--- src/rtl/risc_pkg.sv ---
// Shared definitions for the veri_Risc memory subsystem: opcodes, default
// bus widths and the host-port arbiter state encoding.
package risc_pkg;

    localparam int AWIDTH_DEF = 5;
    localparam int DWIDTH_DEF = 8;

    typedef enum logic [2:0] {
        HLT = 3'd0,
        SKZ = 3'd1,
        ADD = 3'd2,
        AND = 3'd3,
        XOR = 3'd4,
        LDA = 3'd5,
        STO = 3'd6,
        JMP = 3'd7
    } opcode_t;

    typedef enum logic [1:0] {
        ST_IDLE = 2'd0,
        ST_WAIT = 2'd1,
        ST_ACK  = 2'd2
    } arb_state_t;

    function automatic logic cpu_active(input logic rd, input logic wr);
        return rd | wr;
    endfunction

endpackage

--- src/rtl/risc_mem_arbiter_if.sv ---
// Host load/inspect port of the memory arbiter: level request held until a
// one-cycle acknowledge, with registered read data.
interface risc_mem_arbiter_if #(
    parameter int AWIDTH = 5,
    parameter int DWIDTH = 8
);
    logic              host_req;
    logic              host_we;
    logic [AWIDTH-1:0] host_addr;
    logic [DWIDTH-1:0] host_wdata;
    logic              host_ack;
    logic [DWIDTH-1:0] host_rdata;
    logic              host_busy;

    modport master (
        output host_req, host_we, host_addr, host_wdata,
        input  host_ack, host_rdata, host_busy
    );

    modport slave (
        input  host_req, host_we, host_addr, host_wdata,
        output host_ack, host_rdata, host_busy
    );
endinterface

--- src/rtl/risc_mem_arbiter_sat_counter.sv ---
// Up-counter with synchronous clear and enable that sticks at all-ones.
module sat_counter #(
    parameter int W = 8
) (
    input  logic         clk,
    input  logic         rst,
    input  logic         clr,
    input  logic         en,
    output logic [W-1:0] cnt
);
    logic [W-1:0] cnt_r;

    // Clear wins over enable; counting stops at the maximum value.
    always_ff @(posedge clk or posedge rst) begin
        if (rst) begin
            cnt_r <= {W{1'b0}};
        end else if (clr) begin
            cnt_r <= {W{1'b0}};
        end else if (en && (cnt_r != {W{1'b1}})) begin
            cnt_r <= cnt_r + W'(1'b1);
        end else begin
            cnt_r <= cnt_r;
        end
    end

    assign cnt = cnt_r;
endmodule

--- src/rtl/risc_mem_arbiter.sv ---
// Shares the single program/data memory between the CPU (absolute priority,
// never stalled) and a host port that only uses cycles the CPU leaves idle.
module risc_mem_arbiter
    import risc_pkg::*;
#(
    parameter int AWIDTH = AWIDTH_DEF,
    parameter int DWIDTH = DWIDTH_DEF,
    parameter int WAIT_W = 8
) (
    input  logic              clk,
    input  logic              rst,
    input  logic [AWIDTH-1:0] cpu_addr,
    input  logic [DWIDTH-1:0] cpu_wdata,
    input  logic              cpu_rd,
    input  logic              cpu_wr,
    output logic [DWIDTH-1:0] cpu_rdata,
    risc_mem_arbiter_if.slave host,
    output logic [WAIT_W-1:0] wait_cnt,
    output logic              conflict_err,
    output logic [AWIDTH-1:0] mem_addr,
    output logic [DWIDTH-1:0] mem_wdata,
    output logic              mem_rd,
    output logic              mem_wr,
    input  logic [DWIDTH-1:0] mem_rdata
);
    arb_state_t        state_r;
    arb_state_t        next_s;
    logic              we_r;
    logic [AWIDTH-1:0] addr_r;
    logic [DWIDTH-1:0] wdata_r;
    logic [DWIDTH-1:0] rdata_r;
    logic              conflict_r;
    logic              cpu_act_s;
    logic              grant_s;
    logic              accept_s;

    assign cpu_act_s = cpu_active(cpu_rd, cpu_wr);
    assign grant_s   = (state_r == ST_WAIT) && !cpu_act_s;
    assign accept_s  = (state_r == ST_IDLE) && host.host_req;

    // State register; an async reset drops any pending host access.
    always_ff @(posedge clk or posedge rst) begin
        if (rst) begin
            state_r <= ST_IDLE;
        end else begin
            state_r <= next_s;
        end
    end

    // ACK always returns to IDLE so a held request costs a full 3-cycle turn.
    always_comb begin
        next_s = state_r;
        case (state_r)
            ST_IDLE: begin
                if (host.host_req) next_s = ST_WAIT;
                else               next_s = ST_IDLE;
            end
            ST_WAIT: begin
                if (grant_s) next_s = ST_ACK;
                else         next_s = ST_WAIT;
            end
            ST_ACK:  next_s = ST_IDLE;
            default: next_s = ST_IDLE;
        endcase
    end

    // Request fields are captured only when a request is accepted from IDLE.
    always_ff @(posedge clk or posedge rst) begin
        if (rst) begin
            we_r    <= 1'b0;
            addr_r  <= {AWIDTH{1'b0}};
            wdata_r <= {DWIDTH{1'b0}};
        end else if (accept_s) begin
            we_r    <= host.host_we;
            addr_r  <= host.host_addr;
            wdata_r <= host.host_wdata;
        end else begin
            we_r    <= we_r;
            addr_r  <= addr_r;
            wdata_r <= wdata_r;
        end
    end

    // Read data is held until the next host read completes.
    always_ff @(posedge clk or posedge rst) begin
        if (rst) begin
            rdata_r <= {DWIDTH{1'b0}};
        end else if (grant_s && !we_r) begin
            rdata_r <= mem_rdata;
        end else begin
            rdata_r <= rdata_r;
        end
    end

    // Sticky flag for a CPU that strobes read and write together.
    always_ff @(posedge clk or posedge rst) begin
        if (rst) begin
            conflict_r <= 1'b0;
        end else if (cpu_rd && cpu_wr) begin
            conflict_r <= 1'b1;
        end else begin
            conflict_r <= conflict_r;
        end
    end

    sat_counter #(.W(WAIT_W)) u_wait_cnt (
        .clk (clk),
        .rst (rst),
        .clr (accept_s),
        .en  ((state_r == ST_WAIT) && cpu_act_s),
        .cnt (wait_cnt)
    );

    // Host owns the bus only in WAIT with the CPU idle; CPU strobes pass as-is.
    always_comb begin
        mem_addr  = cpu_addr;
        mem_wdata = cpu_wdata;
        mem_rd    = cpu_rd;
        mem_wr    = cpu_wr;
        if (grant_s) begin
            mem_addr  = addr_r;
            mem_wdata = wdata_r;
            mem_rd    = !we_r;
            mem_wr    = we_r;
        end else begin
            mem_addr  = cpu_addr;
            mem_wdata = cpu_wdata;
            mem_rd    = cpu_rd;
            mem_wr    = cpu_wr;
        end
    end

    assign cpu_rdata       = mem_rdata;
    assign host.host_ack   = (state_r == ST_ACK);
    assign host.host_busy  = (state_r != ST_IDLE);
    assign host.host_rdata = rdata_r;
    assign conflict_err    = conflict_r;
endmodule

--- src/flat_wrapper.sv ---
// flat-port wrapper written by rule: the top's interface ports become plain ports
module risc_mem_arbiter_flat import risc_pkg::*;
#(
    parameter int AWIDTH = AWIDTH_DEF,
    parameter int DWIDTH = DWIDTH_DEF,
    parameter int WAIT_W = 8
)
  (clk, rst, cpu_addr, cpu_wdata, cpu_rd, cpu_wr, cpu_rdata, wait_cnt, conflict_err, mem_addr, mem_wdata, mem_rd, mem_wr, mem_rdata, host_host_req, host_host_we, host_host_addr, host_host_wdata, host_host_ack, host_host_rdata, host_host_busy);
  risc_mem_arbiter_if #(.AWIDTH(AWIDTH), .DWIDTH(DWIDTH)) host_i ();
  input  logic clk;
  input  logic rst;
  input  logic [AWIDTH-1:0] cpu_addr;
  input  logic [DWIDTH-1:0] cpu_wdata;
  input  logic cpu_rd;
  input  logic cpu_wr;
  output logic [DWIDTH-1:0] cpu_rdata;
  output logic [WAIT_W-1:0] wait_cnt;
  output logic conflict_err;
  output logic [AWIDTH-1:0] mem_addr;
  output logic [DWIDTH-1:0] mem_wdata;
  output logic mem_rd;
  output logic mem_wr;
  input  logic [DWIDTH-1:0] mem_rdata;
  input wire logic [$bits(host_i.host_req)-1:0] host_host_req;
  input wire logic [$bits(host_i.host_we)-1:0] host_host_we;
  input wire logic [$bits(host_i.host_addr)-1:0] host_host_addr;
  input wire logic [$bits(host_i.host_wdata)-1:0] host_host_wdata;
  output wire logic [$bits(host_i.host_ack)-1:0] host_host_ack;
  output wire logic [$bits(host_i.host_rdata)-1:0] host_host_rdata;
  output wire logic [$bits(host_i.host_busy)-1:0] host_host_busy;
  assign host_i.host_req = host_host_req;
  assign host_i.host_we = host_host_we;
  assign host_i.host_addr = host_host_addr;
  assign host_i.host_wdata = host_host_wdata;
  assign host_host_ack = host_i.host_ack;
  assign host_host_rdata = host_i.host_rdata;
  assign host_host_busy = host_i.host_busy;
  risc_mem_arbiter #(.AWIDTH(AWIDTH), .DWIDTH(DWIDTH), .WAIT_W(WAIT_W)) u_core (.clk(clk), .rst(rst), .cpu_addr(cpu_addr), .cpu_wdata(cpu_wdata), .cpu_rd(cpu_rd), .cpu_wr(cpu_wr), .cpu_rdata(cpu_rdata), .host(host_i), .wait_cnt(wait_cnt), .conflict_err(conflict_err), .mem_addr(mem_addr), .mem_wdata(mem_wdata), .mem_rd(mem_rd), .mem_wr(mem_wr), .mem_rdata(mem_rdata));
endmodule
--- config.mk ---
export PLATFORM = sky130hd
export DESIGN_NAME = risc_mem_arbiter_flat
export DESIGN_NICKNAME = d
export VERILOG_FILES = /design/src/rtl/risc_pkg.sv /design/src/rtl/risc_mem_arbiter_if.sv /design/src/rtl/risc_mem_arbiter_sat_counter.sv /design/src/rtl/risc_mem_arbiter.sv /design/src/flat_wrapper.sv
export SDC_FILE = /design/constraint.sdc
export NUM_CORES = 1
export LEC_CHECK = 0
export CAP_MARGIN = 5
export CORE_MARGIN = 2
export CORE_UTILIZATION = 23
export CTS_BUF_LIST = sky130_fd_sc_hd__clkbuf_8
export CTS_CLUSTER_DIAMETER = 100
export DETAILED_ROUTE_END_ITERATION = 7
export GPL_TIMING_DRIVEN = 0
export PLACE_DENSITY = 0.57
export SLEW_MARGIN = 10
export SYNTH_ARGS = -nofsm -noshare
export SYNTH_HDL_FRONTEND = slang
export SYNTH_HIERARCHICAL = 1
export SYNTH_SLANG_ARGS = --single-unit
--- constraint.sdc ---
create_clock -name clk -period 5.05 [get_ports clk]
set_input_delay 0.505 -clock clk [delete_from_list [all_inputs] [get_ports clk]]
set_output_delay 0.505 -clock clk [all_outputs]
set_load 0.005 [all_outputs]
==> flow_metrics.tcl <==
set metrics [dict create \
    status "complete, no violations" \
    design_area_um2 2750 \
    holdCritPathClass "flip-flop to flip-flop" \
    synth-edff-count 0 \
    min_period_ps 3250 \
    path_class "primary input to primary output" \
    drt_iter0_drc 16 \
    endpoint_kind "primary output" \
    synth_common_cells "35 x mux2_2, 33 x dfrtp_1, 10 x buf_4, 5 x nor2_1, 5 x nor2b_1" \
    drive_gt1_frac 0.306 \
    cts_buffers 5 \
    clock_path_buffers 2 \
    crit_family "buffers and inverters" \
    clockRootBuffer "clkbuf_8" \
    placed_area_um2 2650 \
    viasPerCell 4.08 \
    start_util 0.237 \
    fmax_mhz 308 \
    place.detailed.hpwl_um 3010 \
    critPathMaxStageDelay_ps 620 \
    vias 1311 \
    nFillCells 748 \
    ant_nets 0 \
    path_max_fanout 10 \
    yosysMostFrequentCell "mux2_2" \
    crit_path_cell_trace "clkdlybuf4s50_1 > nor4b_4 > buf_4 > mux2_2 > clkdlybuf4s50_1" \
    crit_required_ps 4550 \
    ys_seq_area_frac 0.482 \
    syn_nets 174 \
    startpoint_type "primary input" \
    hold_slack_ps 467 \
    synth_top_area_cell "dfrtp_1" \
    synth_area_leaders "dfrtp_1 48%, mux2_2 23%, buf_4 4.4%, mux2_4 3.5%, nor2b_1 1.8%" \
    grt_max_degree 26 \
    row_count 31 \
    cts_setup_buffers 0 \
    cts_tree "yes" \
    worst-path-buf-inv 3 \
    tns_ps 0 \
    ys_types 32 \
    cap_violations 0 \
    grt_pass1_vias 1303 \
    clk_latency_ps 280 \
    ctsHoldBuffers 0 \
    worst_slew_pin_slew_ps 995 \
    finalWorstSetupSlack_ps 1800 \
    die_area_um2 8150 \
    drc 0 \
    routed_wl_um 3980 \
    h-tree-depth 2 \
    fin_util 0.381 \
    synth_seq_cells 33 \
    yosys_most_used_dff "dfrtp_1" \
    coreArea_um2 7210 \
    crit_path_frequent_cell "clkdlybuf4s50_1" \
    path_depth 5 \
    cp.arrival_ps 2740 \
    total_power_mw 1.08 \
    ys_warn_count 6 \
    holdPathStages 1 \
    slew_headroom 0.336 \
    die_h_um 90.3 \
    antenna_found_initial 0 \
    grt_overflow_total 0 \
    slowest_stage "nor4b_4" \
    grt_use_total 0.100 \
    drv_slew 0 \
    dp_worst_setup_slack_ps 1770 \
    layout.nets 262 \
    setup_viol 0 \
    worst_ir_drop_vdd_v 0.000126 \
    p_per_area_nw_per_um2 393 \
    synth_top_area_frac 0.482 \
    wl_per_cell_um 12.4 \
    regArea_um2 826 \
    area_delta_synth_final_pct 60.5 \
    grt_pass1_wl_um 6590 \
    instances_no_fill 321 \
    clkTransAtPathRegs_ps 70 \
    synth_async_sr_flop_share 1.00 \
    dieWidth_um 90.3 \
    cts_resized 0 \
    io_pins 82 \
    fin_crit_sh 0.644 \
    finClkSkew_ps 3.90 \
    multi_input_area_um2 769 \
    synth_area_um2 1710 \
    netlist_instances 133 \
    numPortBuffers 81 \
    rsz0062_at_grt "no" \
    cts_sinks 33 \
    worst_r2r_path_depth 6 \
    gp_congestion 0.762 \
    dp.cells 313 \
    dr.pass1.iters 4 \
    leakagePower_nw 1.13 \
    hold_viol_final 0 \
    antennaDiodeCount 0 \
    avgSynthCellArea_um2 12.9 \
]
## layout by cell type, fill, tap and decap left out, types with 4 or more instances in the layout
cell type,count
clkdlybuf4s50_1,81
mux2_2,35
dfrtp_1,33
buf_4,10
clkbuf_8,7
nor2_1,5
nor2b_1,5
inv_1,4
nand2_1,4
mux2_4,4
## logic make-up after synthesis
logic type / count (synthesis) / synth area share
mux: 40 / 0.271
simple gates: 31 / 0.116
fa+ha+maj: 1 / 0.00731
compound gates: 11 / 0.0548
flops: 33 / 0.482
buf+inv: 17 / 0.0680
## final cells by class
cell class              instances  share of cell area
plain buffers                  13              0.0369
clock buffers                   7              0.0351
clock inverters                 1             0.00182
inverters                       4             0.00546
multi-input cells              83               0.280
flip-flops and latches         33               0.301
well taps                      99              0.0451
repair buffers                 81               0.295
## path summary, 6_finish.rpt
kind / start / end / slack (ps)
hold reg to reg: u_core/conflict_err / u_core/conflict_err / 470
min in group asynchronous: rst / u_core/u_wait_cnt/cnt[7] / 490
max in group asynchronous: rst / u_core/wdata_r[2] / 3660
hold / removal: u_core/conflict_err / u_core/conflict_err / 470
setup reg to reg: u_core/state_r[1] / u_core/u_wait_cnt/cnt[0] / 3010
setup / recovery: cpu_wr / mem_wdata[1] / 1800
## flip-flops by register name (all words and copies together), names as in the netlist
register	count
u_core/we_r	1
u_core/wdata_r	8
u_core/host.host_rdata	8
u_core/conflict_err	1
u_core/u_wait_cnt/cnt	8
u_core/state_r	2
u_core/addr_r	5
## power breakdown
part	switching, mW	total [mW]	internal, mW
clock	0.0978	0.221	0.123
sequential	0.0598	0.429	0.369
combinational	0.138	0.430	0.292
## worst register-to-register path, stage by stage (launching register included)
cell and delay (ps):
dfrtp_1 420, or2_2 330, nor2_4 200, buf_4 230
clkbuf_1 370, nor2b_1 90, mux2_4 280
## routing by layer
metal,GRT usage,share of wire,routed length (µm),vias to the layer above
met1,0.130,0.45,1780,618
met3,0.0376,0.078,310,5
met4,0.0308,0.013,52,0
met2,0.155,0.46,1830,52
met5,0,0,0,-
li1,-,-,-,636
(Power assumes the default switching activity.)
==> patch (config.mk and constraints unchanged) <==
Make the reset (`rst`) synchronous in 5 clocked blocks. Comments in the files are not updated.
--- a/src/rtl/risc_mem_arbiter_sat_counter.sv
+++ b/src/rtl/risc_mem_arbiter_sat_counter.sv
@@ -11,7 +11,7 @@
     logic [W-1:0] cnt_r;
 
     // Clear wins over enable; counting stops at the maximum value.
-    always_ff @(posedge clk or posedge rst) begin
+    always_ff @(posedge clk) begin
         if (rst) begin
             cnt_r <= {W{1'b0}};
         end else if (clr) begin
--- a/src/rtl/risc_mem_arbiter.sv
+++ b/src/rtl/risc_mem_arbiter.sv
@@ -39,7 +39,7 @@
     assign accept_s  = (state_r == ST_IDLE) && host.host_req;
 
     // State register; an async reset drops any pending host access.
-    always_ff @(posedge clk or posedge rst) begin
+    always_ff @(posedge clk) begin
         if (rst) begin
             state_r <= ST_IDLE;
         end else begin
@@ -65,7 +65,7 @@
     end
 
     // Request fields are captured only when a request is accepted from IDLE.
-    always_ff @(posedge clk or posedge rst) begin
+    always_ff @(posedge clk) begin
         if (rst) begin
             we_r    <= 1'b0;
             addr_r  <= {AWIDTH{1'b0}};
@@ -82,7 +82,7 @@
     end
 
     // Read data is held until the next host read completes.
-    always_ff @(posedge clk or posedge rst) begin
+    always_ff @(posedge clk) begin
         if (rst) begin
             rdata_r <= {DWIDTH{1'b0}};
         end else if (grant_s && !we_r) begin
@@ -93,7 +93,7 @@
     end
 
     // Sticky flag for a CPU that strobes read and write together.
-    always_ff @(posedge clk or posedge rst) begin
+    always_ff @(posedge clk) begin
         if (rst) begin
             conflict_r <= 1'b0;
         end else if (cpu_rd && cpu_wr) begin
Function: differs if rst is asserted again (counterexample within 4 cycles, from zero or initial values and one cycle with rst high); with rst held inactive, the same outputs for 10 cycles.
==> patch against the unedited design <==
- register-to-register slack improved by 0.11 ns
- highest routed layer unchanged
- first-iteration DRC count rose by 69%
- global-route usage grew 1.2 points
- clock skew shrank 0.00082 ns
- synthesized cell count grew 24%
- sequential cell count stayed put
- maximum frequency rose by 1.4%
- routed wire length rose by 7.0%
- synthesized area shrank 2.9%
- setup slack gained 0.045 ns
- cell area is 2.5% lower
Power is not compared: it rests on default switching activity, and its combinational part moved more than twofold at a synthesized area within 25%.
==> patch: results (changes against the unedited design) <==
cp-endpoint: "mem_wdata[6]"
via_count: 1459  # +11%
grt_usage_pct: 11.2  # +1.2 points
wl_per_cell_um: 12.2  # -1.6%
whs_endpoint: "u_core/conflict_err"
gp_congestion: 0.762  # about the same
synth_nets: 206  # +18%
drive_above_1_share_pct: 14.6  # -16 points
status: "finished, final reports clean"
grt_pass1_vias: 1417  # +8.7%
reg2reg_depth: 4  # -2
min_from: "u_core/conflict_err"
synthTopCellsByArea: "dfxtp_1 (40%), mux2i_1 (16%), mux2_2 (8.1%), nand2b_1 (6.0%), buf_4 (4.5%)"
place_hpwl_mm: 3.16  # +5.1%
place_ws_ns: 1.80  # +0.0362 ns
synth-adder-area-share_pct: 0.752  # +0.021 points
synth-compound-area-share_pct: 6.47  # +0.99 points
finClkSkew_ns: 0.00307  # -0.000823 ns
synth_cell_types: 35  # +9.4%
r2r_slack_ns: 3.12  # +0.11 ns
hold_path_depth: 2  # +1
yosysSeqAreaShare_pct: 39.7  # -8.5 points
fillers: 728  # -2.7%
synthArstFlopShare_pct: 0  # -100 points
synth_top_flop_cell: "dfxtp_1"
grt_max_degree: 16  # -38%
worstPathArrival_ns: 2.70  # -0.04 ns
ir_drop_v: 0.0000811
fin_nets: 294  # +12%
power.leakage_nw: 1.01
rr_startpoint: "u_core/state_r[0]"
fmax_mhz: 312  # +1.4%
maxSlewHeadroom_pct: 53.9  # +20 points
synth_mux_area_share_pct: 24.5  # -2.7 points
synthTopCellsByCount: "dfxtp_1 (33), mux2i_1 (26), nor2_1 (17)"
firstDrtPassIters: 3  # -1
r2r-end: "u_core/u_wait_cnt/cnt[5]"
grt_first_pass_wirelength_mm: 6.82  # +3.5%
[patch: cell types whose count changed in the layout (fill, tap and decap cells not counted), sizes merged, moves of 11 or more]
cell	before	now
nand2b	1	16
mux2i	1	26
dfxtp	0	33
mux2	39	13
dfrtp	33	0
nor2	6	17
[patch: worst max-delay path: stages]
cell             delay [ns]
clkdlybuf4s50_1        0.52
nor4b_4                0.63
buf_6                  0.24
mux2_2                 0.34
clkdlybuf4s50_1        0.46
[patch: kinds of logic (layout without fill, tap and decap cells)]
family | after synthesis | count (layout)
AOI/OAI and AO/OA | 13 | 13
adders and majority gates | 1 | 1
muxes | 39 | 39
and+or+nand+nor | 62 | 62
DFF | 33 | 33
buffers and inverters | 17 | 105
[patch: power breakdown]
part | total, mW | switching [mW] | internal [mW] | leakage [nW]
Clock | 0.197 | 0.0904 | 0.106 | 0.0485
Sequential | 0.278 | 0.00646 | 0.271 | 0.269
Combinational | 0.122 | 0.0408 | 0.0816 | 0.695
[patch: routing by layer]
layer	vias to the layer above	global-route usage [%]	wire length (µm)
li1	741	-	-
met1	668	13.9	1960
met2	48	18.4	1950
met3	2	4.25	327
met4	0	2.85	16
met5	-	0	0
[patch: stage by stage]
step           instances  hold slack [ns]  utilization, %  cell area (µm²)
6_report             349            0.470            38.8             2680
3_5_place_dp         342            0.463            37.6             2590
3_3_place_gp         342            0.449            37.6             2590
5_1_grt              349            0.509            38.8             2680
2_1_floorplan        165            0.454               -             1660
4_1_cts              349            0.476            38.8             2680
[patch: area by class of cell]
cell class              instances  share of cell area (%)
clock inverters                 1                   0.140
inverters                       1                   0.140
repair buffers                 81                    30.3
multi-input cells             115                    33.0
well taps                      96                    4.48
plain buffers                  16                    4.25
clock buffers                   6                    3.08
flip-flops and latches         33                    24.6
